## src/rtl/imm_ext_pkg.sv

```systemverilog
// Shared types for the decode-stage immediate controller.
// Holds modes, opcodes, buffer states and the buffer entry layout.
package imm_ext_pkg;

    localparam int ENT_DATA_W = 32;
    localparam int ENT_TAG_W  = 8;
    localparam int OP_W       = 6;

    typedef enum logic [2:0] {
        MODE_NONE   = 3'd0,
        MODE_SEXT   = 3'd1,
        MODE_ZEXT   = 3'd2,
        MODE_UPPER  = 3'd3,
        MODE_BRANCH = 3'd4
    } imm_mode_t;

    localparam logic [OP_W-1:0] OP_BEQ   = 6'h04;
    localparam logic [OP_W-1:0] OP_BNE   = 6'h05;
    localparam logic [OP_W-1:0] OP_ADDI  = 6'h08;
    localparam logic [OP_W-1:0] OP_ADDIU = 6'h09;
    localparam logic [OP_W-1:0] OP_SLTI  = 6'h0A;
    localparam logic [OP_W-1:0] OP_SLTIU = 6'h0B;
    localparam logic [OP_W-1:0] OP_ANDI  = 6'h0C;
    localparam logic [OP_W-1:0] OP_ORI   = 6'h0D;
    localparam logic [OP_W-1:0] OP_XORI  = 6'h0E;
    localparam logic [OP_W-1:0] OP_LUI   = 6'h0F;
    localparam logic [OP_W-1:0] OP_LW    = 6'h23;
    localparam logic [OP_W-1:0] OP_SW    = 6'h2B;

    typedef enum logic [1:0] {
        EMPTY = 2'd0,
        ONE   = 2'd1,
        FULL  = 2'd2
    } buf_state_t;

    typedef struct packed {
        logic [ENT_DATA_W-1:0] imm;
        imm_mode_t             mode;
        logic [ENT_TAG_W-1:0]  tag;
    } entry_t;

endpackage

```

## src/rtl/imm_ext_decode.sv

```systemverilog
// Combinational opcode + immediate field -> extension mode and operand.
// Ports: opcode (in), imm_field (in), mode (out), imm (out).
// Macro IMM_ZERO_EXT_EN: logical-immediate opcodes zero-extend;
// when undefined they sign-extend and MODE_ZEXT never appears.
module imm_ext_decode
    import imm_ext_pkg::*;
#(
    parameter int DATA_W = 32,
    parameter int IMM_W  = 16
) (
    input  logic [OP_W-1:0]   opcode,
    input  logic [IMM_W-1:0]  imm_field,
    output imm_mode_t         mode,
    output logic [DATA_W-1:0] imm
);

`ifdef IMM_ZERO_EXT_EN
    localparam imm_mode_t LOGIC_MODE = MODE_ZEXT;
`else
    localparam imm_mode_t LOGIC_MODE = MODE_SEXT;
`endif

    logic is_sext;
    logic is_zext;
    logic is_upper;
    logic is_branch;

    assign is_sext   = opcode inside {OP_ADDI, OP_ADDIU, OP_SLTI,
                                      OP_SLTIU, OP_LW, OP_SW};
    assign is_zext   = opcode inside {OP_ANDI, OP_ORI, OP_XORI};
    assign is_upper  = (opcode == OP_LUI);
    assign is_branch = opcode inside {OP_BEQ, OP_BNE};

    logic [DATA_W-1:0] sext;
    logic [DATA_W-1:0] zext;
    logic [DATA_W-1:0] upper;
    logic [DATA_W-1:0] branch;

    assign sext   = {{(DATA_W-IMM_W){imm_field[IMM_W-1]}}, imm_field};
    assign zext   = {{(DATA_W-IMM_W){1'b0}}, imm_field};
    assign upper  = {imm_field, {(DATA_W-IMM_W){1'b0}}};
    // Word offset: the top two sign bits fall off the end.
    assign branch = {sext[DATA_W-3:0], 2'b00};

    always_comb begin
        mode = MODE_NONE;
        unique case (1'b1)
            is_sext:   mode = MODE_SEXT;
            is_zext:   mode = LOGIC_MODE;
            is_upper:  mode = MODE_UPPER;
            is_branch: mode = MODE_BRANCH;
            default:   mode = MODE_NONE;
        endcase
    end

    always_comb begin
        imm = '0;
        unique case (mode)
            MODE_SEXT:   imm = sext;
            MODE_ZEXT:   imm = zext;
            MODE_UPPER:  imm = upper;
            MODE_BRANCH: imm = branch;
            default:     imm = '0;
        endcase
    end

endmodule

```

## src/rtl/imm_ext_ctrl.sv

```systemverilog
// Decode-stage immediate controller with a 2-entry skid buffer.
// Ports: clock, reset (async, active-high), flush; in_valid/in_ready,
//   in_instr, in_tag; out_valid/out_ready, out_imm, out_mode, out_tag.
// Macro IMM_ZERO_EXT_EN: see imm_ext_decode.
module imm_ext_ctrl
    import imm_ext_pkg::*;
#(
    parameter int DATA_W = ENT_DATA_W,
    parameter int IMM_W  = 16,
    parameter int TAG_W  = ENT_TAG_W
) (
    input  logic              clock,
    input  logic              reset,
    input  logic              flush,
    input  logic              in_valid,
    output logic              in_ready,
    input  logic [DATA_W-1:0] in_instr,
    input  logic [TAG_W-1:0]  in_tag,
    output logic              out_valid,
    input  logic              out_ready,
    output logic [DATA_W-1:0] out_imm,
    output logic [2:0]        out_mode,
    output logic [TAG_W-1:0]  out_tag
);

    buf_state_t        state;
    entry_t            slot0;
    entry_t            slot1;
    entry_t            din;
    imm_mode_t         dec_mode;
    logic [DATA_W-1:0] dec_imm;
    logic              push;
    logic              pop;

    // Fields between the opcode and the immediate are not used here.
    logic unused_bits;
    assign unused_bits = ^in_instr[DATA_W-OP_W-1:IMM_W];

    imm_ext_decode #(
        .DATA_W (DATA_W),
        .IMM_W  (IMM_W)
    ) u_decode (
        .opcode    (in_instr[DATA_W-1 -: OP_W]),
        .imm_field (in_instr[IMM_W-1:0]),
        .mode      (dec_mode),
        .imm       (dec_imm)
    );

    assign din = '{imm: dec_imm, mode: dec_mode, tag: in_tag};

    assign in_ready  = (state != FULL);
    assign out_valid = (state != EMPTY);
    assign push      = in_valid & in_ready;
    assign pop       = out_valid & out_ready;

    assign out_imm  = out_valid ? slot0.imm : '0;
    assign out_mode = out_valid ? slot0.mode : MODE_NONE;
    assign out_tag  = out_valid ? slot0.tag : '0;

    always_ff @(posedge clock or posedge reset) begin
        if (reset) begin
            state <= EMPTY;
            slot0 <= '0;
            slot1 <= '0;
        end else if (flush) begin
            state <= EMPTY;
        end else begin
            unique case (state)
                EMPTY: begin
                    if (push) begin
                        slot0 <= din;
                        state <= ONE;
                    end
                end
                ONE: begin
                    case ({push, pop})
                        2'b10: begin
                            slot1 <= din;
                            state <= FULL;
                        end
                        2'b01: state <= EMPTY;
                        // Head leaves and the new word takes its place.
                        2'b11: slot0 <= din;
                        default: ;
                    endcase
                end
                FULL: begin
                    if (pop) begin
                        slot0 <= slot1;
                        state <= ONE;
                    end
                end
                default: state <= EMPTY;
            endcase
        end
    end

endmodule
```

## config.mk

```make
export PLATFORM = sky130hd
export DESIGN_NAME = imm_ext_ctrl
export DESIGN_NICKNAME = d
export VERILOG_FILES = /design/src/rtl/imm_ext_pkg.sv /design/src/rtl/imm_ext_decode.sv /design/src/rtl/imm_ext_ctrl.sv
export SDC_FILE = /design/constraint.sdc
export NUM_CORES = 1
export LEC_CHECK = 0
export ABC_AREA = 1
export BUFFER_PORTS_ARGS = -buffer_cell sky130_fd_sc_hd__buf_2
export CORE_UTILIZATION = 42
export CTS_CLUSTER_SIZE = 10
export DETAILED_ROUTE_END_ITERATION = 16
export PLACE_DENSITY = 0.72
export SLEW_MARGIN = 0
export SYNTH_ARGS = -nofsm -noshare
export SYNTH_HDL_FRONTEND = slang
export SYNTH_SLANG_ARGS = --single-unit
```

## constraint.sdc

```tcl
create_clock -name clock -period 2.7 [get_ports clock]
set_clock_uncertainty 0.1 [all_clocks]
set_input_delay 0.27 -clock clock [delete_from_list [all_inputs] [get_ports clock]]
set_output_delay 0.27 -clock clock [all_outputs]
set_load 0.02 [all_outputs]
```

-- Yosys cells after proc, flatten, opt, wreduce, memory -nomap -nowiden
Index checks and enable logic that the tools add are counted.
- flip-flop bits (word level): 88
- bits of input ports: 45
- output and inout bits: 45
- word-level logic and storage cells: 62
- equality and inequality tests: 28
- muxes and demuxes: 14
- bitwise gates (word level): 3
- reductions and logical operators: 10
- operator list (cell ; number):
    43-bit two-way mux ; 3
    43-bit one-hot mux with 3 select lines ; 1
    32-bit one-hot mux with 4 select lines ; 1
    6-bit by 4-bit == test with 1-bit output (second input constant) ; 8
    32-bit two-way mux ; 1
    6-bit by 3-bit == test with 1-bit output (second input constant) ; 2
    6-bit == test (second input constant) ; 2
    3-bit one-hot mux with 3 select lines ; 1
    8-bit two-way mux ; 1
    2-bit == test (second input constant) ; 3
    3-bit by 2-bit == test with 1-bit output (second input constant) ; 2
    2-bit two-way mux ; 3
    2-bit inequality test (second input constant) ; 3
    3-bit inequality test (second input constant) ; 2
    2-bit one-hot mux with 3 select lines ; 1
    3-bit AND reduction ; 2
    3-bit nonzero test ; 2
    6-bit nonzero test ; 1
    5-bit AND reduction ; 1
    2-bit by 1-bit == test with 1-bit output (second input constant) ; 2
    4-bit by 3-bit inequality test with 1-bit output (second input constant) ; 1
    2-bit one-hot mux with 2 select lines ; 1
    2-bit nonzero test ; 2
    3-bit by 1-bit == test with 1-bit output (second input constant) ; 1
    7 further kinds ; 8

-- Logic depth before layout (Yosys ltp)
- depth in word-level cells: 8
- mapped depth: 9

-- By module
A second synthesis with hierarchy kept.
- cells, all modules: 681
- area, all modules: 4974.8 sq um
- modules (own cells, without submodules) (module ; times used ; cells each ; area an instance (sq um) ; seq. area each (sq um)):
    imm_ext_ctrl ; 1 ; 535 ; 4237.8 ; 2202.1
    imm_ext_decode ; 1 ; 146 ; 737.0 ; 0.0

-- Worst setup path before layout
Ideal clock, no wire load.
- kind: register -> output
- start: reg state[1]
- end: out out_valid
- arrival time: 1.127 ns
- required time: 2.330 ns
- path slack: 1.203 ns
- cell stages (with the launch flop): 5
- cell sequence: dfrtp_1 > nor2_1 > buf_4 > clkbuf_1 > inv_1
- word-level cells in the longest chain between the ends: 1
- RTL lines (what ; RTL line ; RTL):
    from (decl) ; imm_ext_ctrl.sv:26 ; buf_state_t state;
    from (signal assigned) ; imm_ext_ctrl.sv:62 ; state <= EMPTY;
    from (signal assigned) ; imm_ext_ctrl.sv:66 ; state <= EMPTY;
    from (signal assigned) ; imm_ext_ctrl.sv:72 ; state <= ONE;
    2-bit nonzero test ; imm_ext_ctrl.sv:52 ; assign out_valid = (state != EMPTY);
    to (decl) ; imm_ext_ctrl.sv:19 ; output logic out_valid,
Every way passes these cells.

-- Worst setup path after layout
- start: reg state[1]
- end: reg slot0[9] in the netlist's numbering
- word-level cells in the longest chain between the ends: 5
- elaborated cells on any way between the ends: 14
- RTL lines (what ; RTL line ; RTL):
    2-bit inequality test or 2-bit nonzero test (tied branches) ; imm_ext_ctrl.sv:51, imm_ext_ctrl.sv:52 ;
    1-bit AND, on equally long branches ; imm_ext_ctrl.sv:53, imm_ext_ctrl.sv:54 ;
    2-bit == test ; imm_ext_ctrl.sv:76 ; case ({push, pop})
    2-bit by 1-bit inequality test with 1-bit output (no line) ; n/a ;
    5-bit AND reduction (no line) ; n/a ;
    to (signal assigned) ; imm_ext_ctrl.sv:71 ; slot0 <= din;
    to (signal assigned) ; imm_ext_ctrl.sv:83 ; 2'b11: slot0 <= din;
    to (signal assigned) ; imm_ext_ctrl.sv:89 ; slot0 <= slot1;
    to (decl) ; imm_ext_ctrl.sv:27 ; entry_t slot0;
Parallel ways exist; a longest one is shown, timed or not.
A chain may end at the register's enable or synchronous reset.

==> impl_metrics.env <==
export IMPL_status="finished clean"
export IMPL_antenna_found_initial=0
export IMPL_die_x_um=109
export IMPL_io_pins=90
export IMPL_crit_path_start_kind="register"
export IMPL_ff2ff_path_depth=8
export IMPL_antenna_left=0
export IMPL_grt_max_degree=89
export IMPL_crit_type="register to register"
export IMPL_total_power_w=0.00369
export IMPL_critPathArrivalTime_ns=2.01
export IMPL_max_freq_ghz=0.526
export IMPL_grt_pass1_wl_um=18700
export IMPL_start_util_pct=43.6
export IMPL_yosysSeqAreaShare_pct=46.1
export IMPL_cts_sinks=88
export IMPL_hold_slack_ns=0.0418
export IMPL_r2r_start="state[1]"
export IMPL_place_hpwl_um=7290
export IMPL_synth_edff_count=0
export IMPL_final_area_um2=5560
export IMPL_ys_top_cells_by_count="nand2_1 (234), nor2_1 (129), dfrtp_1 (88), inv_1 (81), nand3_1 (63)"
export IMPL_drv_slew=0
export IMPL_final_hold_viol_count=0
export IMPL_reg2reg_slack_ns=0.80
export IMPL_rsz0062_at_grt="no"
export IMPL_drive_above_1_share_pct=15.1
export IMPL_place_area_um2=5260
export IMPL_rows=38
export IMPL_synthFlopType="dfrtp_1"
export IMPL_slew_headroom_pct=56.8
export IMPL_die_area_um2=11800
export IMPL_powerDensity_nw_per_um2=665
export IMPL_design_core_area_um2=10900
export IMPL_leakagePower_nw=3.28
export IMPL_yosysUniqueCellTypes=26
export IMPL_drt_iter0_drc=378
export IMPL_wl_per_cell_um=12.3
export IMPL_tns_ns=0
export IMPL_insertion_delay_ns=0.33
export IMPL_netlist_area_um2=4770
export IMPL_synth_cells=697
export IMPL_grt_pass1_vias=3865
export IMPL_cts_root_buf="clkbuf_16"
export IMPL_nets=804
export IMPL_synth_most_common_cell="nand2_1"
export IMPL_viasPerCell=4.81
export IMPL_maxCapViolCount=0
export IMPL_avgSynthCellArea_um2=6.85
export IMPL_fill_cells=1080
export IMPL_setup_violations_final=0
export IMPL_hp_class="input port to register"
export IMPL_finalCritPeriodShare_pct=70.4
export IMPL_ys_async_sr_fraction_pct=100
export IMPL_place_congestion=0.846
export IMPL_synth_top_area_share_pct=46.1
export IMPL_htreeDepth=3
export IMPL_yosysTopAreaCell="dfrtp_1"
export IMPL_ys_warn_count=0
export IMPL_route_detailed_drc=0
export IMPL_ys_seq_elements=88
export IMPL_clk_pin_slew_ns=0.06
export IMPL_post_cts_buffers=0
export IMPL_crit_fanout=69
export IMPL_port_buffers=79
export IMPL_multi_input_area_um2=2050
export IMPL_drtPass1Iterations=5
export IMPL_worstSetupStartpoint="state[1]"
export IMPL_drt_total_wl_um=11100
export IMPL_worst_ep_required_time_ns=2.81
export IMPL_synth_fp_nets=742
export IMPL_place_ws_ns=0.782
export IMPL_cts_buffers=9
export IMPL_dieHeight_um=109
export IMPL_finalWorstPathRequiredPeriod_ns=1.90
export IMPL_cts_tree="built"
export IMPL_groute_usage_overall_pct=20.3
export IMPL_syn_to_final_growth_pct=16.4
export IMPL_ir_drop_uv=349
export IMPL_worst_pin_slew_ns=0.648
export IMPL_fin_ws_ns=0.799
export IMPL_vias=4346
export IMPL_setup_worst_path_end_class="register"
export IMPL_clock_path_buffers=2
export IMPL_reg2reg_to="slot0[9]"
export IMPL_crit_end="slot0[9]"
export IMPL_register_area_um2=2200
export IMPL_synth_area_top_cells="dfrtp_1 (46%), nand2_1 (18%), nor2_1 (10%), nand3_1 (6.6%), inv_1 (6.4%)"
export IMPL_antenna_cells=0
export IMPL_gr_total_overflow=0
[report_power, final]
group / switching (W) / total (W) / internal (W)
Combinational: 0.000488 / 0.000761 / 0.000273
Sequential: 0.000124 / 0.00171 / 0.00159
Clock: 0.000510 / 0.00122 / 0.000712
Total: 0.00112 / 0.00369 / 0.00257
[sequential cells by signal, summed over array words and instances, names as in the netlist]
signal,cells
state,2
slot0,43
slot1,43
[worst min path at each step]
stage	startpoint	endpoint	slack [ns]	cells past startpoint
after global placement	reset	slot0[3]	0.31	3
after global routing	out_ready	state[1]	0.04	2
final	out_ready	state[1]	0.04	2
after CTS	out_ready	state[1]	0.03	2
after detailed placement	reset	slot0[3]	0.31	3
after floorplan	flush	state[1]	0.24	1
[cell families after synthesis]
| kind of cell | Yosys count | share of synthesized area (%) |
|---|---|---|
| simple gates | 434 | 36.4 |
| buf+inv | 123 | 11.1 |
| flops | 88 | 46.1 |
| compound gates | 51 | 6.16 |
| mux | 1 | 0.210 |
[layout make-up]
class / instances / share of cell area (%)
clock inverters: 5 / 1.06
repair buffers: 91 / 9.46
multi-input cells: 486 / 36.9
clock buffers: 10 / 4.12
inverters: 83 / 5.67
flip-flops and latches: 88 / 39.6
well taps: 140 / 3.15
[layout by cell type, fill, tap and decap left out, types with 2 or more instances in the layout]
master	Yosys	layout
clkinvlp_4	0	2
o31ai_1	2	2
buf_12	0	3
clkbuf_16	0	9
a31oi_1	14	14
clkinv_2	0	2
nand2_1	234	233
o21ai_1	8	8
nor2_1	129	128
nand2_2	1	2
buf_2	22	79
dfrtp_1	88	88
buf_4	4	8
inv_1	81	80
nand3_1	63	63
o21ai_0	21	21
a21oi_1	3	3
nand4_1	2	2
nor2_2	2	2
[per-layer routing]
metal  global-route usage [%]  wire length [um]
met5                        0                 0
met4                     6.08               148
met3                     4.58               540
met2                     30.7              4950
met1                     29.0              5440
[timing repair]
action,in CTS,in global routing
hold endpoints to repair,88,0
hold buffers,1,0
resized for setup,0,0
[metrics by stage]
stage	std cells	utilization (%)
finish	903	50.8
floorplan	697	-
detailed placement	887	48.1
global placement	887	48.1
global route	903	50.8
CTS	903	50.8
[worst max-delay path, cell delays in order (launching register included)]
cell	delay, ns
dfrtp_1	0.44
nor2_4	0.14
buf_4	0.29
a21oi_4	0.09
nand2_2	0.09
buf_12	0.28
inv_4	0.15
o211ai_1	0.11
nand2_1	0.06
No activity file was read; power rests on OpenSTA's default activity.
